--- config.mk ---
export PLATFORM = sky130hd
export DESIGN_NAME = audio_source_arbiter
export DESIGN_NICKNAME = d
export VERILOG_FILES = /design/src/rtl/audio_source_arbiter.sv
export SDC_FILE = /design/constraint.sdc
export NUM_CORES = 1
export LEC_CHECK = 0
export ABC_AREA = 1
export CORE_MARGIN = 2
export CORE_UTILIZATION = 45
export DETAILED_ROUTE_END_ITERATION = 8
export PLACE_DENSITY = 0.95
export SLEW_MARGIN = 15
export SYNTH_ARGS = -nofsm -noshare
export SYNTH_HDL_FRONTEND = slang
export SYNTH_SLANG_ARGS = --single-unit
--- constraint.sdc ---
create_clock -name clock -period 3.21 [get_ports clock]
set_input_delay 0.963 -clock clock [delete_from_list [all_inputs] [get_ports clock]]
set_output_delay 0.963 -clock clock [all_outputs]
set_load 0.05 [all_outputs]
--- src/rtl/audio_source_arbiter.sv ---
// Per-frame round-robin owner select plus req/ack stereo fetch for the AC'97 PCM slot; optional SOFT_SWITCH_EN mutes after owner changes.
// Latency: sample registered one clock after owner ack (>= 3 clocks after ready rise); a slow owner times out with an underrun pulse.
module audio_source_arbiter #(
  parameter int NUM_SRC     = 3,
  parameter int W           = 20,
  parameter int TIMEOUT     = 64,
  parameter int MUTE_FRAMES = 4
) (
  input  logic                 clock,
  input  logic                 reset_n,
  input  logic                 ready,
  input  logic [NUM_SRC-1:0]   src_req,
  output logic [NUM_SRC-1:0]   src_grant,
  output logic [NUM_SRC-1:0]   fetch_req,
  input  logic [NUM_SRC-1:0]   fetch_ack,
  input  logic [NUM_SRC*W-1:0] src_left,
  input  logic [NUM_SRC*W-1:0] src_right,
  output logic [W-1:0]         left_out,
  output logic [W-1:0]         right_out,
  output logic                 underrun
);
  localparam int PW      = (NUM_SRC > 1) ? $clog2(NUM_SRC) : 1;
  localparam int CNT_MAX = (TIMEOUT > MUTE_FRAMES) ? TIMEOUT : MUTE_FRAMES;
  localparam int CW      = $clog2(CNT_MAX + 1);

  typedef enum logic [1:0] {IDLE, ARB, FETCH} state_t;

  state_t             state_q;
  logic               ready_q;
  logic [NUM_SRC-1:0] grant_q;
  logic [NUM_SRC-1:0] fetch_req_q;
  logic [PW-1:0]      ptr_q;
  logic [CW-1:0]      cnt_q;
  logic [W-1:0]       left_q;
  logic [W-1:0]       right_q;
  logic               underrun_q;
`ifdef SOFT_SWITCH_EN
  logic [CW-1:0]      mute_q;
`endif

  logic               frame;
  logic               owner_ack;
  logic [NUM_SRC-1:0] grant_d;
  logic [PW-1:0]      ptr_d;
  logic [PW-1:0]      pidx;
  logic [W-1:0]       own_left;
  logic [W-1:0]       own_right;

  assign frame     = ready & ~ready_q;
  assign owner_ack = |(fetch_req_q & fetch_ack);

  // The pointer always names the current owner, so it doubles as the sample mux select.
  always_comb begin
    own_left  = '0;
    own_right = '0;
    for (int i = 0; i < NUM_SRC; i++) begin
      if (ptr_q == PW'(i)) begin
        own_left  = src_left[i*W +: W];
        own_right = src_right[i*W +: W];
      end
    end
  end

  // Sticky owner first; otherwise descending scan so the lowest offset from ptr+1 wins.
  always_comb begin
    grant_d = '0;
    ptr_d   = ptr_q;
    pidx    = '0;
    if (|(grant_q & src_req)) begin
      grant_d = grant_q;
    end else begin
      for (int i = NUM_SRC; i >= 1; i--) begin
        pidx = PW'((int'(ptr_q) + i) % NUM_SRC);
        if (src_req[pidx]) begin
          grant_d       = '0;
          grant_d[pidx] = 1'b1;
          ptr_d         = pidx;
        end
      end
    end
  end

  always_ff @(posedge clock or negedge reset_n) begin
    if (!reset_n) begin
      state_q     <= IDLE;
      ready_q     <= 1'b0;
      grant_q     <= '0;
      fetch_req_q <= '0;
      ptr_q       <= PW'(NUM_SRC - 1);
      cnt_q       <= '0;
      left_q      <= '0;
      right_q     <= '0;
      underrun_q  <= 1'b0;
`ifdef SOFT_SWITCH_EN
      mute_q      <= '0;
`endif
    end else begin
      ready_q    <= ready;
      underrun_q <= frame && (state_q != IDLE);
      case (state_q)
        IDLE: begin
          if (frame) state_q <= ARB;
        end
        ARB: begin
          grant_q     <= grant_d;
          ptr_q       <= ptr_d;
          fetch_req_q <= grant_d;
          cnt_q       <= '0;
          state_q     <= (|grant_d) ? FETCH : IDLE;
          if (!(|grant_d)) begin
            left_q  <= '0;
            right_q <= '0;
          end
`ifdef SOFT_SWITCH_EN
          if (grant_d != grant_q) begin
            mute_q  <= CW'(MUTE_FRAMES);
            left_q  <= '0;
            right_q <= '0;
          end else if (mute_q != '0) begin
            mute_q <= mute_q - 1'b1;
          end
`endif
        end
        FETCH: begin
          if (owner_ack) begin
            fetch_req_q <= '0;
            state_q     <= IDLE;
`ifdef SOFT_SWITCH_EN
            if (mute_q == '0) begin
              left_q  <= own_left;
              right_q <= own_right;
            end
`else
            left_q  <= own_left;
            right_q <= own_right;
`endif
          end else if (cnt_q == CW'(TIMEOUT - 1)) begin
            fetch_req_q <= '0;
            underrun_q  <= 1'b1;
            state_q     <= IDLE;
          end else begin
            cnt_q <= cnt_q + 1'b1;
          end
        end
        default: state_q <= IDLE;
      endcase
    end
  end

  assign src_grant = grant_q;
  assign fetch_req = fetch_req_q;
  assign left_out  = left_q;
  assign right_out = right_q;
  assign underrun  = underrun_q;
endmodule

==> impl_metrics.json <==
{
  "status": "finished, final reports clean",
  "place_inst": 755,
  "grt_pass1_vias": 4050,
  "slowest_delay_ns": 0.79,
  "final_common_cell": "clkdlybuf4s50_1",
  "dieHeight_um": 95.2,
  "crit_top_cell": "nand2_1",
  "crit_arrival_ns": 3.09,
  "via_per_inst": 5.65,
  "synth_nets": 642,
  "clkSlewWorstSetupHoldPaths_ns": 0.07,
  "cp_slowest_cell": "ha_2",
  "finalHoldViolations": 0,
  "synth_warnings": 0,
  "track_usage_pct": 26.4,
  "num_vias": 4353,
  "fin_worst_skew_ns": 0.00402,
  "cp_num_cells": 13,
  "cts_tree": "built",
  "fin_tns_setup_ns": 0,
  "start_util_pct": 46.0,
  "holdWs_ns": 0.474,
  "synthFlopType": "dfrtp_1",
  "slew_viol_final": 0,
  "synthesis.area_um2": 3740,
  "synth_edf_count": 0,
  "power_mw": 5.48,
  "cts_root_buf": "clkbuf_8",
  "r2r_end": "right_out[15]",
  "period_share_pct": 89.6,
  "die-width_um": 95.2,
  "core_area_um2": 8130,
  "fill_cells": 619,
  "antenna_cells": 0,
  "grt_antenna_before_repair": 0,
  "layout_common_cells": "174 x clkdlybuf4s50_1, 130 x nand2_1, 58 x dfrtp_1, 56 x nor2_1, 50 x o21ai_0",
  "cts_resized": 0,
  "stdcell_area_um2": 5810,
  "ir_drop_uv": 567,
  "gp_congestion": 0.910,
  "crit_end": "right_out[15]",
  "syn_inst": 504,
  "finalSetupViolations": 0,
  "yosys.cell_types.count": 31,
  "rsz0062_at_grt": "false",
  "setup_slack_ns": 0.332,
  "crit_type": "reg2reg",
  "routedWlPerCell_um": 15.9,
  "layout-drive-gt1-share_pct": 6.91,
  "synth_seq_cells": 59,
  "num-nets-final": 799,
  "regArea_um2": 1480,
  "num_rows": 33,
  "r2r_cells": 13,
  "yosysSeqAreaShare_pct": 39.5,
  "htreeDepth": 3,
  "hold_buffers": 0,
  "synthArstFlopShare_pct": 100,
  "placed_cell_area_um2": 5550,
  "drtPass1Iterations": 5,
  "clockBufferDepth": 2,
  "dieArea_um2": 9060,
  "clock-sinks": 59,
  "drt-initial-drc-count": 173,
  "drc": 0,
  "io_pins": 176,
  "reg2reg_slack_ns": 0.33,
  "crit_start": "ptr_q[1]",
  "required_ns": 3.42,
  "clock.fmax_ghz": 0.348,
  "area_delta_synth_final_pct": 55.1,
  "p_leak_nw": 2.59,
  "ant_nets": 0,
  "relSlewSlack_pct": 39.1,
  "cts_buffers": 9,
  "crit_fanout": 45,
  "min_period_ns": 2.88,
  "crit_chain": "inv_1, ha_2, inv_1, nand2_1, nand2_1, nand3_1, nand3_1, a21boi_2, nand2_1, nand2_4, nand3_4, nand2_1, nand2_1",
  "critPathLaunchType": "register",
  "grt_pass1_wl_um": 18700,
  "r2r-start": "ptr_q[1]",
  "layout.cells.non_filler": 771,
  "grt_max_degree": 46,
  "preCtsSetupSlack_ns": 0.112,
  "post-route-util_pct": 71.4,
  "totalWireLength_um": 12200,
  "cap_violations": 0,
  "io_buffers": 175,
  "dp_hpwl_um": 8910,
  "cp_top_family": "simple AND/OR/NAND/NOR gates",
  "end_kind": "register",
  "grt.overflow.total": 0,
  "tightest_slew_ns": 0.913,
  "path_buf_inv": 2,
  "p_per_area_nw_per_um2": 943,
  "syn_avg_cell_area_um2": 7.43,
  "hold_class": "reg2reg",
  "clock_latency_ns": 0.33,
  "multi_input_area_um2": 1980,
  "post_cts_buffers": 0
}
## synthesized netlist by cell type, types with 2 or more instances
cell,number,area share [%]
dfrtp_1,58,39
nor2_1,57,5.7
clkbuf_1,25,2.5
nand2_2,4,0.67
o21ai_0,50,6.7
nand2_1,130,13
nand3_1,19,2.5
o21ai_1,2,0.27
inv_2,3,0.30
ha_1,9,3.0
buf_6,2,0.60
a31oi_1,3,0.50
nor3b_1,2,0.40
buf_4,2,0.40
nand4_1,41,6.9
a221oi_1,40,9.4
a21oi_1,6,0.80
buf_2,10,1.3
inv_1,29,2.9
## area by class of cell
cell class                      instances  share of cell area (%)
Clock buffer                           12                    2.84
Clock inverter                          4                    1.64
Tap cell                              105                    2.26
Timing Repair Buffer                  185                    31.6
Multi-Input combinational cell        373                    34.0
Sequential cell                        59                    25.5
Inverter                               33                    2.18
## worst min path at each step
stage | startpoint | endpoint | cells after the start
3_3_place_gp | right_out[12] | right_out[12] | 2
5_1_grt | right_out[1] | right_out[1] | 2
6_report | left_out[1] | left_out[1] | 2
2_1_floorplan | cnt_q[6] | cnt_q[6] | 2
3_5_place_dp | left_out[1] | left_out[1] | 2
4_1_cts | left_out[1] | left_out[1] | 2
## logic make-up after synthesis
logic type      share of synthesized area (%)
simple gates                             30.7
compound gates                           18.6
buf+inv                                  8.22
flops                                    39.5
fa+ha+maj                                3.01
## registers in the layout, indices dropped and copies added (netlist names)
name,cells
left_out,20
underrun,1
ready_q,1
fetch_req,3
right_out,20
src_grant,3
state_q,2
cnt_q,7
ptr_q,2
## where the power goes
part / leakage [nW] / total (mW) / internal, mW / switching (mW)
Clock: 0.133 / 0.868 / 0.578 / 0.290
Sequential: 0.786 / 1.06 / 0.931 / 0.125
Combinational: 1.68 / 3.55 / 1.16 / 2.39
## worst register-to-register path, delay by kind of cell (launching register included)
kind,cells,cell delay (ns)
buf+inv,2,0.21
compound gates,1,0.17
simple gates,9,1.21
flops,1,0.39
fa+ha+maj,1,0.79
## layer usage
| layer | up-vias | share of wire [%] | GRT usage, % |
|---|---|---|---|
| li1 | 2067 | - | - |
| met1 | 2080 | 39 | 31.8 |
| met2 | 196 | 51 | 46.7 |
| met3 | 10 | 9.0 | 6.64 |
| met4 | 0 | 0.73 | 7.49 |
| met5 | - | 0 | 0 |
No activity file was read; power rests on OpenSTA's default activity.
==> patch, RTL diff (same flow settings) <==
Encoding of `state_t`: now one-hot (3 bits for 3 states).
--- a/src/rtl/audio_source_arbiter.sv
+++ b/src/rtl/audio_source_arbiter.sv
@@ -24,5 +24,5 @@
   localparam int CW      = $clog2(CNT_MAX + 1);
 
-  typedef enum logic [1:0] {IDLE, ARB, FETCH} state_t;
+  typedef enum logic [2:0] {IDLE = 3'b001, ARB = 3'b010, FETCH = 3'b100} state_t;
 
   state_t             state_q;
Behaviour: same outputs for any inputs over 4 cycles, from zero or initial values and one cycle with reset_n low; so few cycles prove little.
==> patch against the original RTL <==
  * Register-to-register slack better by 320 ps
  * Synthesized area increased by 3.0%
  * Wire length increased by 9.5%
  * Critical path depth decreased by 2
  * Sequential cell count increased by 1
  * Via count grew 3.6%
  * Worst setup slack better by 130 ps
  * Clock power fell by 22%
  * Fmax is 4.7% higher
  * Count of clock-buffer cells in the layout unchanged
  * Clock skew grew 7.7 ps
  * Total power shrank 31%
  * Cell area is 0.17% higher
  * Critical endpoint is now right_out[12]
  * Highest routed layer unchanged
==> patch: results (changes against the original RTL) <==
| Metric | Value |
|---|---|
| Status | complete, no violations |
| Leakage dissipation | 2.56 nW (-1.2%) |
| Leading post-synthesis cells by cell area | sky130_fd_sc_hd__dfrtp_1 38%, sky130_fd_sc_hd__nand2_1 12%, sky130_fd_sc_hd__a221oi_1 9.1% |
| Routed vias/inst | 5.84 (+3.4%) |
| RePlAce Congestion | 0.987 (+8.4%) |
| Via count of the first global-routing pass | 4430 (+9.4%) |
| Worst slew margin relative to its limit | 0.632 (+0.241) |
| Area share of fa/ha/maj cells after synthesis | 0.0195 (-0.0106) |
| Slowest stage delay, CP | 510 ps (-280 ps) |
| Sequential element share of the synthesized area | 0.390 (-0.00459) |
| DRT iter0 DRCs | 262 (+51%) |
| Post-DP HPWL | 9.74 mm (+9.4%) |
| Depth of the worst register-to-register path | 15 (+2) |
| Final Skew | 11.8 ps (+7.74 ps) |
| Parity-gate share of the synthesized area counting xor and xnor cells | 0.00682 (+0.00682) |
| Layout cell share with drive strength beyond 1 | 0.0900 (+0.0209) |
| Unique cell type count in the Yosys netlist | 37 (+19%) |
| Overall global routing resource usage | 0.291 (+0.0267) |
| Fill cells | 638 (+3.1%) |
| First-pass GRT wire length | 20.8 mm (+11%) |
| Final routed wire length divided by cell count | 17.3 µm (+9.4%) |
| Pin count of the biggest net entering global routing | 43 (-6.5%) |
| List of most frequent post-synthesis cells | 119 x sky130_fd_sc_hd__nand2_1, 58 x sky130_fd_sc_hd__dfrtp_1, 52 x sky130_fd_sc_hd__nor2_1 |
| Critical path fanouts, max | 42 (-6.7%) |
| Area fraction in compound gates after synthesis | 0.191 (+0.00503) |
## patch: path summary, 6_finish.rpt
path                             startpoint             to  slack (ps)
worst max-delay path             src_req[2]  right_out[12]         460
worst min-delay path            left_out[2]    left_out[2]         480
worst max register to register     ptr_q[1]  right_out[12]         650
worst min register to register  left_out[2]    left_out[2]         480
max in group asynchronous           reset_n       ptr_q[1]        2000
min in group asynchronous           reset_n       underrun         540
## patch: cell type report
type                       instances  area share
clock inverter                     2     0.00602
clock buffer                      12      0.0267
multi-input combinational        371       0.347
tap                              105      0.0226
sequential                        60       0.259
timing repair buffer             188       0.317
inverter                          34      0.0219
## patch: per-stage QoR
| stage | cells | util | instance area, µm² | setup WS, ps | power [mW] |
|---|---|---|---|---|---|
| after floorplan | 503 | - | 3850 | 1110 | 2.41 |
| after global placement | 758 | 0.681 | 5630 | 363 | 2.97 |
| after global routing | 772 | 0.704 | 5820 | 368 | 3.99 |
| after detailed placement | 758 | 0.681 | 5630 | 192 | 3.06 |
| final | 772 | 0.704 | 5820 | 461 | 3.77 |
| after CTS | 772 | 0.704 | 5820 | 532 | 3.74 |
## patch: power breakdown
| part | internal (mW) | leakage (nW) | switching [mW] | total (mW) |
|---|---|---|---|---|
| combinational | 0.743 | 1.65 | 1.36 | 2.10 |
| clock | 0.392 | 0.0983 | 0.284 | 0.675 |
| sequential | 0.881 | 0.811 | 0.107 | 0.988 |
| total | 2.02 | 2.56 | 1.75 | 3.77 |
## patch: layer usage
layer	global-route usage	vias up	wire, µm
met1	0.341	2125	4990
met2	0.493	259	6910
met5	0	-	0
met3	0.0652	50	1050
li1	-	2075	-
met4	0.161	0	441
